--- src/rtl/piso_serializer.sv ---
// Parallel-in/serial-out shift register with a valid/ready load handshake,
// bit-rate enable, framing outputs and gapless back-to-back word streaming.
module piso_serializer #(
  parameter int   WIDTH      = 8,
  parameter bit   LSB_FIRST  = 1'b0,
  parameter logic IDLE_LEVEL = 1'b1
) (
  input  logic             CLK,
  input  logic             RST,
  input  logic             LOAD_VALID,
  output logic             LOAD_READY,
  input  logic [WIDTH-1:0] D,
  input  logic             SHIFT_EN,
  output logic             Q0,
  output logic             Q_VALID,
  output logic             BUSY,
  output logic             DONE
);

  localparam int            CW       = $clog2(WIDTH);
  localparam logic [CW-1:0] LAST_IDX = CW'(WIDTH - 1);
  localparam logic [0:0]    ST_IDLE  = 1'b0;
  localparam logic [0:0]    ST_SHIFT = 1'b1;

  logic [0:0]       state_q, state_d;
  logic [WIDTH-1:0] shreg_q, shreg_d;
  logic [CW-1:0]    cnt_q,   cnt_d;
  logic             last_s;
  logic             accept_s;

  // Framing outputs and next-state logic; a load on the last bit keeps the stream gapless
  always_comb begin
    last_s     = (state_q == ST_SHIFT) && (cnt_q == LAST_IDX) && SHIFT_EN;
    LOAD_READY = !RST && ((state_q == ST_IDLE) || last_s);
    accept_s   = LOAD_READY && LOAD_VALID;
    DONE       = last_s;
    BUSY       = (state_q == ST_SHIFT);
    Q_VALID    = (state_q == ST_SHIFT);
    if (state_q == ST_SHIFT) begin
      Q0 = LSB_FIRST ? shreg_q[0] : shreg_q[WIDTH-1];
    end else begin
      Q0 = IDLE_LEVEL;
    end

    state_d = state_q;
    shreg_d = shreg_q;
    cnt_d   = cnt_q;
    if (accept_s) begin
      state_d = ST_SHIFT;
      shreg_d = D;
      cnt_d   = {CW{1'b0}};
    end else if ((state_q == ST_SHIFT) && SHIFT_EN) begin
      if (LSB_FIRST) begin
        shreg_d = {1'b0, shreg_q[WIDTH-1:1]};
      end else begin
        shreg_d = {shreg_q[WIDTH-2:0], 1'b0};
      end
      // The counter parks at the last index until the next load clears it
      if (last_s) begin
        state_d = ST_IDLE;
      end else begin
        cnt_d = cnt_q + CW'(1);
      end
    end else begin
      state_d = state_q;
    end
  end

  // State registers; reset discards any word in flight immediately
  always_ff @(posedge CLK or posedge RST) begin
    if (RST) begin
      state_q <= ST_IDLE;
      shreg_q <= {WIDTH{1'b0}};
      cnt_q   <= {CW{1'b0}};
    end else begin
      state_q <= state_d;
      shreg_q <= shreg_d;
      cnt_q   <= cnt_d;
    end
  end

endmodule

--- config.mk ---
export PLATFORM = sky130hd
export DESIGN_NAME = piso_serializer
export DESIGN_NICKNAME = d
export VERILOG_FILES = /design/src/rtl/piso_serializer.sv
export SDC_FILE = /design/constraint.sdc
export NUM_CORES = 1
export LEC_CHECK = 0
export BUFFER_PORTS_ARGS = -buffer_cell sky130_fd_sc_hd__buf_4
export CORE_AREA = 2 2 42 44
export DETAILED_ROUTE_END_ITERATION = 8
export DIE_AREA = 0 0 44 46
export GPL_TIMING_DRIVEN = 0
export HOLD_SLACK_MARGIN = 0.03
export PLACE_DENSITY = 0.65
export SLEW_MARGIN = 15
export SYNTH_ARGS = -nofsm -noshare
export SYNTH_HDL_FRONTEND = slang
export SYNTH_SLANG_ARGS = --single-unit
--- constraint.sdc ---
create_clock -name CLK -period 2 [get_ports CLK]
set_input_delay 0.4 -clock CLK [delete_from_list [all_inputs] [get_ports CLK]]
set_output_delay 0.4 -clock CLK [all_outputs]
set_load 0.03 [all_outputs]
==> results.toml <==
[route]
drtIter0Drc = 2
antenna_left = 0
drc = 0
wire_per_inst_um = 12.5
num_vias = 409
avgViaCountPerCell = 4.81
drt_pass1_iterations = 3
wl_um = 1060

[global_routing]
grt_max_degree = 13
first_global_vias = 391
grt_usage_pct = 12.1
antenna_found_initial = 0
overflow = 0
grt_pass1_wl_um = 1700

[sta]
clock.fmax_ghz = 0.529
final_max_slew_viol_count = 0
fin_skew_ps = 1.35
finalHoldViolCount = 0
fin_crit_ps = 1890
rsz0062_at_grt = "no"
post-route-period-util_pct = 94.5
worst_slack_ps = 110
relSlewSlack_pct = 69.1
finalSetupTns_ps = 0
hold_slack_ps = 170
setup_viol = 0
worstMarginPinSlew_ps = 463

[finish]
nets = 84
area_growth_pct = 26.7
fill_cells = 152
num_antenna_cells = 0
finalInstanceArea_um2 = 825
layout_commonest_cell = "buf_4"
drive_gt1_share_pct = 55.9
final_cell_mix = "buf_4, dfrtp_1, mux2_2, mux2_4, nor2_1"
multi_input_area_um2 = 327
seq_area_um2 = 300

[synth]
synthesis.area_um2 = 651
synth_cell_types = 19
synth-seq-area-share_pct = 46.2
yosysWarnings = 0
syn_nets = 62
synth-seq-cells = 12
syn_area_per_cell_um2 = 13.6
syn_inst = 48

[critical_path]
r2r-start = "cnt_q[0]"
regToRegEndpoint = "shreg_q[1]"
cp-start-kind = "flop"
worstPathRequired_ps = 1600
crit_fanout = 3
r2r_cells = 6
crit_type = "reg2out"
arrival_ps = 1490
end_kind = "output pin"
timing.reg2reg.setup_slack_ps = 350

[power]
p_total_mw = 1.15
leakage_nw = 0.419
powerDensity_mw_per_mm2 = 1400
ir_worst_vdd_mv = 0.546

[clock_network]
cts_max_level = 1
path_clk_slew_ps = 70
numCtsBuffers = 3
ctsHoldBuffers = 0
cts_tree = "yes"
clock_latency_ps = 260
clock_sinks = 12
clock_tree.buffer_depth = 2
cts-root-buf = "clkbuf_4"

[die]
rows = 15
coreArea_mm2 = 0.00161
initial_core_util_pct = 40.3
num_io_pins = 17
die-area_mm2 = 0.00202
die_h_um = 46
die_w_um = 44

[worst_hold_path]
hold_path.class = "in2async"

[run]
drv_cap = 0

[outcome]
outcome = "complete, no violations"

[placed_design]
placed_area_um2 = 792
gp_congestion = 0.716
pre_cts_slack_ps = 323
portBuffers = 16
hpwl_um = 786
## flip-flops by register name, indices dropped and copies added, names as in the netlist
register	flops
shreg_q	8
cnt_q	3
BUSY	1
## critical path: stages (launching register included)
cell and delay [ps]:
dfrtp_1 390, ha_1 200, ha_2 180, a21boi_2 220, nor2_1 60, buf_4 170
## how the worst max path moves through the flow
stage          startpoint         end  cells past startpoint  slack, ps
2_1_floorplan    cnt_q[0]  shreg_q[1]                      6        420
3_3_place_gp     cnt_q[0]  shreg_q[1]                      6        340
3_5_place_dp     cnt_q[0]  shreg_q[1]                      6        320
4_1_cts          cnt_q[0]  LOAD_READY                      5         60
5_1_grt          cnt_q[0]  LOAD_READY                      5         10
6_report         cnt_q[0]  LOAD_READY                      5        110
## through the flow
| stage | utilization (%) | cells |
|---|---|---|
| 6_report | 51.1 | 85 |
| 5_1_grt | 51.1 | 85 |
| 4_1_cts | 50.5 | 84 |
| 3_5_place_dp | 49.1 | 81 |
| 3_3_place_gp | 49.1 | 81 |
| 2_1_floorplan | - | 48 |
## report_power, final
part / internal (mW) / switching [mW] / leakage [nW]
Clock: 0.0695 / 0.0771 / 0.0138
Combinational: 0.330 / 0.250 / 0.255
Sequential: 0.357 / 0.0665 / 0.149
Total: 0.756 / 0.394 / 0.419
## layout make-up
type	instances	area share (%)
Buffer	2	2.28
Timing Repair Buffer	17	15.5
Clock buffer	3	2.73
Inverter	2	0.910
Tap cell	17	2.58
Multi-Input combinational cell	32	39.6
Sequential cell	12	36.4
## cells in the mapped netlist (all sizes together)
cell type / n / share of area [%]
a21boi: 1 / 1.7
and3: 1 / 1.2
buf: 2 / 2.9
dfrtp: 12 / 46
ha: 2 / 3.8
inv: 2 / 1.2
mux2: 14 / 27
mux2i: 3 / 4.6
nand2: 2 / 1.5
nand3b: 1 / 1.2
nor2: 4 / 2.3
nor3b: 1 / 2.9
or2: 1 / 0.96
or2b: 1 / 1.2
xor2: 1 / 1.3
## logic make-up (layout without fill, tap and decap cells)
group           count (synthesis)  after routing  share of synthesized area, %
mux                            17             17                          31.7
flops                          12             12                          46.2
simple gates                   11             11                          11.2
buf+inv                         4             24                          4.04
fa+ha+maj                       2              2                          3.85
compound gates                  1              1                          1.73
xor+xnor                        1              1                          1.35
## what timing repair did
action,CTS,global route
buffers inserted,0,1
setup endpoints to repair,0,1
gates resized for setup,0,1
hold endpoints to repair,0,0
## per-layer routing
layer  GRT usage, %  share of wire, %
met2           19.4                47
met3           2.38               5.4
met5              0                 0
met1           15.1                47
met4           7.27                 0
(Power assumes the default switching activity.)
